### config.mk
export PLATFORM = sky130hd
export DESIGN_NAME = box_poll_master
export DESIGN_NICKNAME = d
export VERILOG_FILES = /design/src/rtl/box_poll_master.sv
export SDC_FILE = /design/constraint.sdc
export NUM_CORES = 1
export LEC_CHECK = 0
export CAP_MARGIN = 20
export CORE_ASPECT_RATIO = 0.8
export CORE_MARGIN = 10
export CORE_UTILIZATION = 32
export DETAILED_ROUTE_END_ITERATION = 16
export GPL_TIMING_DRIVEN = 0
export PLACE_DENSITY = 0.5
export SYNTH_ARGS = -nofsm -noshare
export SYNTH_HDL_FRONTEND = slang
export SYNTH_SLANG_ARGS = --single-unit
### constraint.sdc
create_clock -name clk -period 17.6 [get_ports clk]
set_input_delay 3.52 -clock clk [delete_from_list [all_inputs] [get_ports clk]]
set_output_delay 3.52 -clock clk [all_outputs]
set_load 0.1 [all_outputs]
### src/rtl/box_poll_master.sv
// box_poll_master: Avalon-MM master that polls a PIO edge-capture register and queues {edge_mask, data} events; define BOX_POLL_TIMESTAMP_EN to add per-event cycle timestamps (evt_ts)
module box_poll_master #(
  parameter int POLL_PERIOD = 1000,
  parameter int FIFO_DEPTH = 8
) (
  input  logic        clk,
  input  logic        reset,
  input  logic        enable,
  output logic [1:0]  avm_address,
  output logic        avm_read,
  output logic        avm_write,
  output logic [31:0] avm_writedata,
  input  logic [31:0] avm_readdata,
  input  logic        avm_waitrequest,
  input  logic        avm_readdatavalid,
  output logic        evt_valid,
  input  logic        evt_ready,
  output logic [31:0] evt_data,
`ifdef BOX_POLL_TIMESTAMP_EN
  output logic [31:0] evt_ts,
`endif
  output logic [6:0]  fifo_level,
  output logic [15:0] drop_count
);
  localparam logic [23:0] LAST = 24'(POLL_PERIOD - 1);
  localparam int AW = $clog2(FIFO_DEPTH);
`ifdef BOX_POLL_TIMESTAMP_EN
  localparam int W = 64;
`else
  localparam int W = 32;
`endif
  typedef enum logic [2:0] {IDLE, RD_EDGE, WT_EDGE, RD_DATA, WT_DATA, CLR, PUSH} state_t;
  state_t state;
  logic [23:0] timer;
  logic [15:0] edge_mask, data;
  logic to_idle, full, push, pop;
  logic [W-1:0] mem [FIFO_DEPTH];
  logic [W-1:0] entry, head;
  logic [AW-1:0] wr_ptr, rd_ptr;
  logic unused_hi;
  assign unused_hi = ^avm_readdata[31:16];
  assign avm_writedata = 32'hFFFF_FFFF;
  assign to_idle = state == PUSH || (state == WT_EDGE && avm_readdatavalid && avm_readdata[15:0] == '0);
  assign full = fifo_level == 7'(FIFO_DEPTH);
  assign push = state == PUSH && !full;
  assign pop = evt_valid && evt_ready;
  assign evt_valid = fifo_level != '0;
  assign head = mem[rd_ptr];
  assign evt_data = head[31:0];
`ifdef BOX_POLL_TIMESTAMP_EN
  logic [31:0] ts, ts_cap;
  assign evt_ts = head[63:32];
  assign entry = {ts_cap, edge_mask, data};
  // Free-running cycle counter, sampled when the edge-capture read returns
  always_ff @(posedge clk or posedge reset)
    if (reset) begin
      ts <= '0;
      ts_cap <= '0;
    end else begin
      ts <= ts + 32'd1;
      if (state == WT_EDGE && avm_readdatavalid) ts_cap <= ts;
    end
`else
  assign entry = {edge_mask, data};
`endif
  // Poll timer: runs while enabled, parks at LAST when a poll is overdue, restarts at each poll and on a late return to IDLE
  always_ff @(posedge clk or posedge reset)
    if (reset) timer <= '0;
    else timer <= (!enable || (timer == LAST && (state == IDLE || to_idle))) ? '0 : timer + 24'(timer != LAST);
  // Poll sequencer with registered Avalon command outputs held until accepted
  always_ff @(posedge clk or posedge reset)
    if (reset) begin
      state <= IDLE;
      avm_address <= '0;
      avm_read <= 1'b0;
      avm_write <= 1'b0;
      edge_mask <= '0;
      data <= '0;
      drop_count <= '0;
    end else begin
      case (state)
        IDLE: if (enable && timer == LAST) begin
          state <= RD_EDGE;
          avm_address <= 2'd3;
          avm_read <= 1'b1;
        end
        RD_EDGE: if (!avm_waitrequest) begin
          state <= WT_EDGE;
          avm_read <= 1'b0;
        end
        WT_EDGE: if (avm_readdatavalid) begin
          edge_mask <= avm_readdata[15:0];
          if (avm_readdata[15:0] != '0) begin
            state <= RD_DATA;
            avm_address <= 2'd0;
            avm_read <= 1'b1;
          end else state <= IDLE;
        end
        RD_DATA: if (!avm_waitrequest) begin
          state <= WT_DATA;
          avm_read <= 1'b0;
        end
        WT_DATA: if (avm_readdatavalid) begin
          data <= avm_readdata[15:0];
          state <= CLR;
          avm_address <= 2'd3;
          avm_write <= 1'b1;
        end
        CLR: if (!avm_waitrequest) begin
          state <= PUSH;
          avm_write <= 1'b0;
        end
        PUSH: begin
          state <= IDLE;
          if (full && drop_count != 16'hFFFF) drop_count <= drop_count + 16'd1;
        end
        default: state <= IDLE;
      endcase
    end
  // Show-ahead event FIFO; fullness is judged before any same-cycle pop
  always_ff @(posedge clk or posedge reset)
    if (reset) begin
      for (int i = 0; i < FIFO_DEPTH; i++) mem[i] <= '0;
      wr_ptr <= '0;
      rd_ptr <= '0;
      fifo_level <= '0;
    end else begin
      if (push) begin
        mem[wr_ptr] <= entry;
        wr_ptr <= wr_ptr + 1'b1;
      end
      if (pop) rd_ptr <= rd_ptr + 1'b1;
      fifo_level <= fifo_level + 7'(push) - 7'(pop);
    end
endmodule

==> results of run 1 <==
## how the worst min path moves through the flow
stage / cells after the start / slack, ns / start / endpoint
global placement: 1 / 0.46 / mem[135] / mem[135]
finish: 1 / 0.48 / mem[130] / mem[130]
floorplan: 1 / 0.45 / mem[43] / mem[43]
CTS: 1 / 0.49 / mem[129] / mem[129]
global route: 1 / 0.49 / mem[148] / mem[148]
detailed placement: 1 / 0.47 / mem[152] / mem[152]
## critical path, cell delays in order, from the launching register on
cell and delay [ns]:
dfrtp_1 0.37, buf_2 0.41, clkbuf_1 0.61, buf_2 0.50, mux4_2 0.36, mux2_2 0.33
clkdlybuf4s50_1 0.99
## cells in the final DEF, fill, tap and decap left out, drive strengths merged, types with 2 or more instances in the layout
cell type and count:
nor2 8, a22oi 11, nor4b 9, o21a 2, buf 81, clkinv 6
nand4 14, mux4 64, o31ai 6, nor4 13, a21boi 4, xnor2 11
mux2 322, ha 15, and3 7, inv 18, nand2b 6, nor3 7
xor2 22, nand2 22, a21oi 15, nor2b 3, dfrtp 347, o21ai 13
and4 7, or3 7, conb 32, nand3 20, and2 3, clkdlybuf4s50 81
or4 7, bufinv 2, clkbuf 75
## through the flow
| step | setup TNS [ns] | hold WS [ns] | utilization, % | power [mW] | setup slack, ns |
|---|---|---|---|---|---|
| global placement | -145.17 | 0.463 | 36.1 | 2.01 | -0.483 |
| global route | 0 | 0.493 | 38.9 | 2.97 | 9.77 |
| finish | 0 | 0.482 | 38.9 | 2.83 | 9.96 |
| floorplan | 0 | 0.452 | - | 1.74 | 4.46 |
| CTS | 0 | 0.487 | 38.9 | 2.87 | 9.85 |
| detailed placement | 0 | 0.471 | 36.3 | 2.02 | 10.45 |
## area by class of cell
type / instances / area share (%)
Sequential cell: 347 / 44.6
Inverter: 18 / 0.399
Tap cell: 675 / 4.34
Buffer: 91 / 3.03
Clock inverter: 9 / 0.502
Clock buffer: 61 / 6.23
Multi-Input combinational cell: 669 / 36.2
Timing Repair Buffer: 85 / 4.65
## Yosys cell counts (5+ instances only)
library cell / count / area share [%]
buf_4: 46 / 2.1
nand2b_1: 6 / 0.23
xor2_1: 22 / 1.2
buf_2: 24 / 0.74
nor2_1: 8 / 0.18
or4_1: 7 / 0.32
a22oi_1: 11 / 0.51
nand3_1: 20 / 0.62
nor3_1: 5 / 0.15
a21oi_1: 14 / 0.43
mux2_1: 35 / 2.4
ha_1: 15 / 1.2
nor4b_4: 5 / 0.73
and3_1: 7 / 0.27
inv_1: 17 / 0.39
mux2_2: 287 / 20
and4_1: 7 / 0.38
mux4_2: 64 / 8.9
nor4_1: 11 / 0.42
dfrtp_1: 347 / 53
nand2_1: 22 / 0.51
nand4_1: 14 / 0.54
o21ai_0: 13 / 0.40
buf_6: 6 / 0.42
or3_1: 7 / 0.27
clkbuf_1: 14 / 0.32
xnor2_1: 11 / 0.59
o31ai_1: 6 / 0.28
## logic make-up after synthesis
kind of cell,Yosys count
XOR/XNOR,33
AND/OR/NAND/NOR,138
adder cells (fa/ha/maj),16
other,1
multiplexers,386
flip-flops,347
AO/OA/AOI/OAI,64
buffers and inverters,109
## state kept, by name, indices dropped and copies added, names as in the netlist
register and cells:
mem 256, timer 24, data 16, drop_count 16
edge_mask 16, fifo_level 7, rd_ptr 3, state 3
wr_ptr 3, avm_address 1, avm_read 1, avm_write 1
## where the power goes
group	internal [mW]	total (mW)	switching [mW]	leakage, nW
combinational	0.348	0.915	0.567	3.66
sequential	0.929	1.08	0.151	4.72
clock	0.501	0.832	0.331	0.647
total	1.78	2.83	1.05	9.03
## routing by layer
| layer | track usage, % | vias up |
|---|---|---|
| li1 | - | 4346 |
| met1 | 19.2 | 5094 |
| met2 | 21.2 | 145 |
| met3 | 2.36 | 50 |
| met4 | 3.41 | 0 |
| met5 | 0 | - |
==> results.md, run 1 <==
- CP endpoint: evt_data[30]
- CP max FO: 10
- Share of cells above drive strength 1: 39.6%
- Crit path from: rd_ptr[1]
- XOR/XNOR Fraction of Synth Area: 1.78%
- Met3 Routed Length: 1.51 mm
- Starting Density: 32.6%
- Post-Syn Area per Cell: 14.9 um2
- Top sig layer: met4
- Critical path type: flop to output port
- RR Endpoint: fifo_level[6]
- Total track usage: 13.6%
- Adder-cell share of the synthesized area: 1.28%
- IO Pins: 130
- Core Rows: 73
- Setup violators final: 0
- Startpoint Class: flop
- Non-Filler Instances: 1955
- Overflow after GRT: 0
- Synth Register Bits: 347
- Vias in the first global route: 10200
- Final instance area: 19400 um2
- Input/output buffers: 81
- Worst-Margin Slew: 1.07 ns
- R2R setup slack: 14.38 ns
- Max H-tree Level: 2
- Required time worst endpoint: 14.08 ns
- Status: complete, no violations
- Worst-Skew Late Latency: 0.55 ns
- Proportion of synthesized area in mux cells: 31.1%
- Leak: 9.03 nW
- Die W: 272 um
- Cell count after synthesis: 1094
- Peak supply drop: 0.0000695 V
- Synth Area in Compound Gates: 2.68%
- Synth Cell Area: 16300 um2
- EDFF count, synth: 0
- Routed Antenna Nets: 0
- Register-to-Register Path Depth: 13
- Async SR Flop Fraction: 100%
- Average vias per placed instance: 4.93
- Global placement routability congestion: 0.759
- TritonCTS Buffers: 39
- Reg clk slew, reported paths: 0.06 ns
- CTS resizes: 0
- DP HPWL: 27.4 mm
- Max Transition Viols Final: 0
- Synth cell types: 59
- Placed Instances: 1885
- Post-Route M1 WL: 20.0 mm
- TritonRoute pass-1 iters: 5
- Arr. time, crit path: 4.12 ns
- Unrepaired setup endpoints after global routing: no
- Crit share post-route: 43.4%
- Final Hold Vio Count: 0
- Setup repair bufs after CTS: 0
- Post-DP Area: 18100 um2
- Wire length on met2: 19.0 mm
- Multi-input logic area: 7040 um2
- Initial antenna violation count: 1
- CTS tree: done
- Max-cap violations: 0
- Routed WL: 41.2 mm
- Nets: 1305
- CTS root buf: clkbuf_16
- Hold Path Class: flop to flop
- Number of DRC markers in iteration 0: 483
- Fillcell total: 4753
- Post-layout min period: 7.64 ns
- Register area share after synthesis: 53.4%
- Slew margin rel.: 28.4%
- Nature of the critical path endpoint: output port
- Reg2reg start: fifo_level[5]
- Area Growth Syn to Fin: 19.6%
- Skew final: 0.0110 ns
- CORE AREA: 50000 um2
- Power Dens Cells: 145 nW/um2
- Pin count of the biggest net entering global routing: 113
- Yosys warnings: 0
- DRC: 0
- WL/cell: 21.1 um
- Vias: 9635
- Die area: 60300 um2
- Clock buffer depth: 3
- CTS sink count: 347
- Post-CTS Hold Buffers: 0
- Die outline height: 222 um
- Simple-gate area share of the yosys netlist: 5.67%
- Register area: 8680 um2
- Largest family of logic cells by synthesized area: multiplexers
- First-pass GRT wire length: 63.6 mm
- Top_reg_cell synth: dfrtp_1
- ANT cells: 0
- FMAX: 131 MHz
Power figures use the tool's default switching activity.
==> run 2: changes to the inputs <==
Clock period 17.6 ns to 7.52 ns, I/O delays scaled along.
==> results.md, run 2 (synthesized netlist as in run 1, its figures left out) <==
- Status: complete, no violations
- P_int: 4.17 mW
- RR Endpoint: fifo_level[6]
- Clock network fraction of total power: 29.3%
- Hold Path Class: flop to flop
- Area Growth Syn to Fin: 20.2%
- Worst-Skew Late Latency: 0.54 ns
- Reg2reg start: fifo_level[4]
- DP HPWL: 28.0 mm
- Crit path buffers/inverters: 4
- Post-layout min period: 5.62 ns
- Nature of the critical path endpoint: output port
- FMAX: 178 MHz
- Routed WL: 40.9 mm
- Setup repair bufs after CTS: 0
- Post-CTS Hold Buffers: 0
- Pin count of the biggest net entering global routing: 41
- CTS sink count: 347
- Average vias per placed instance: 4.86
- Crit share post-route: 74.8%
- Slew margin rel.: 29.5%
- First-pass GRT wire length: 64.3 mm
- Vias: 9532
- Clock buffer depth: 3
- TritonCTS Buffers: 39
- Cell repeated most along the worst path: buf_2
- NetSw: 2.46 mW
- Share of cells above drive strength 1: 40.0%
- Commonest cells after routing, fill and taps aside: dfrtp_1 (347), mux2_2 (287), clkdlybuf4s50_1 (81), mux4_2 (64), buf_4 (46)
- WL/cell: 20.9 um
- Number of DRC markers in iteration 0: 499
- Setup violators final: 0
- Die area: 60300 um2
- Skew final: 0.0205 ns
- Crit-path leading delay family: buffers and inverters
- Placed Instances: 1892
- Max-cap violations: 0
- Vias in the first global route: 10200
- Reg with most FFs: mem
- Crit path largest cell delay: 0.99 ns
- IO Pins: 130
- Crit-path slowest cell: clkdlybuf4s50_1
- Global placement routability congestion: 0.751
- Max H-tree Level: 2
- CORE AREA: 50000 um2
- Pre-CTS WS: 2.40 ns
- Worst-Margin Slew: 1.05 ns
- Nets: 1312
- Die outline height: 222 um
- CTS tree: done
- Leak: 9.07 nW
- Critical path, cell by cell: buf_2 -> clkbuf_1 -> buf_2 -> mux4_2 -> mux2_2 -> clkdlybuf4s50_1
- Max Transition Viols Final: 0
- Sw Ratio: 37.1%
- Gate power share: 32.4%
- DRC: 0
- Input/output buffers: 81
- Reg clk slew, reported paths: 0.06 ns
- Critical path type: flop to output port
- Final Hold Vio Count: 0
- CP endpoint: evt_data[30]
- Peak supply drop: 0.000130 V
- Commonest non-fill, non-tap cell in the layout: dfrtp_1
- Worst path depth: 6
- Routed Antenna Nets: 0
- Overflow after GRT: 0
- Crit path from: rd_ptr[1]
- Fillcell total: 4674
- Unrepaired setup endpoints after global routing: no
- Die W: 272 um
- R2R setup slack: 4.27 ns
- Arr. time, crit path: 4.12 ns
- Largest register FFs: 256
- TritonRoute pass-1 iters: 4
- CTS resizes: 0
- Total track usage: 13.6%
- Core Rows: 73
- Required time worst endpoint: 6.02 ns
- Non-Filler Instances: 1961
- Biggest regs: mem: 256 flops, timer: 24 flops
- Register-to-Register Path Depth: 13
- Post-route setup slack: 1.90 ns
- ANT cells: 0
- Startpoint Class: flop
- CP max FO: 10
- Power Dens Cells: 339 nW/um2
- Starting Density: 32.6%
- Seq pwr share: 38.3%
- Initial antenna violation count: 0
- CTS root buf: clkbuf_16
run 2: final cells by class:
| class | count | area, um2 | area share [%] |
|---|---|---|---|
| Tap cell | 675 | 845 | 4.32 |
| Clock buffer | 54 | 1110 | 5.69 |
| Timing Repair Buffer | 92 | 1030 | 5.25 |
| Inverter | 18 | 73.8 | 0.377 |
| Buffer | 91 | 589 | 3.01 |
| Sequential cell | 347 | 8680 | 44.4 |
| Clock inverter | 15 | 188 | 0.960 |
| Multi-Input combinational cell | 669 | 7040 | 36.0 |
run 2: per-layer routing:
layer / track usage (%) / wire length (um)
met3: 2.30 / 1550
met4: 2.71 / 604
met1: 19.5 / 20000
met5: 0 / 0
met2: 21.2 / 18800
run 2: metrics by stage:
step                hold slack, ns  utilization, %  total power, mW  area (um2)  setup TNS, ns
floorplan                    0.452               -             4.08       16400              0
finish                       0.481            39.1             6.63       19600              0
CTS                          0.485            39.1             6.74       19600              0
detailed placement           0.471            36.5             4.75       18300              0
global route                 0.495            39.1             7.00       19600              0
global placement             0.462            36.1             4.70       18000        -456.71
run 2: how the worst min path moves through the flow:
stage,startpoint,end,slack (ns),cells past startpoint
CTS,mem[143],mem[143],0.49,1
floorplan,mem[43],mem[43],0.45,1
finish,mem[146],mem[146],0.48,1
detailed placement,mem[63],mem[63],0.47,1
global placement,mem[63],mem[63],0.46,1
global route,mem[63],mem[63],0.49,1
run 2: power groups by stage:
stage	Combinational (mW)	Sequential, mW	Clock [mW]
3_5_place_dp	2.18	2.57	0
4_1_cts	2.19	2.54	2.01
6_report	2.15	2.54	1.94
3_3_place_gp	2.14	2.56	0
5_1_grt	2.31	2.60	2.09
2_1_floorplan	1.48	2.60	0
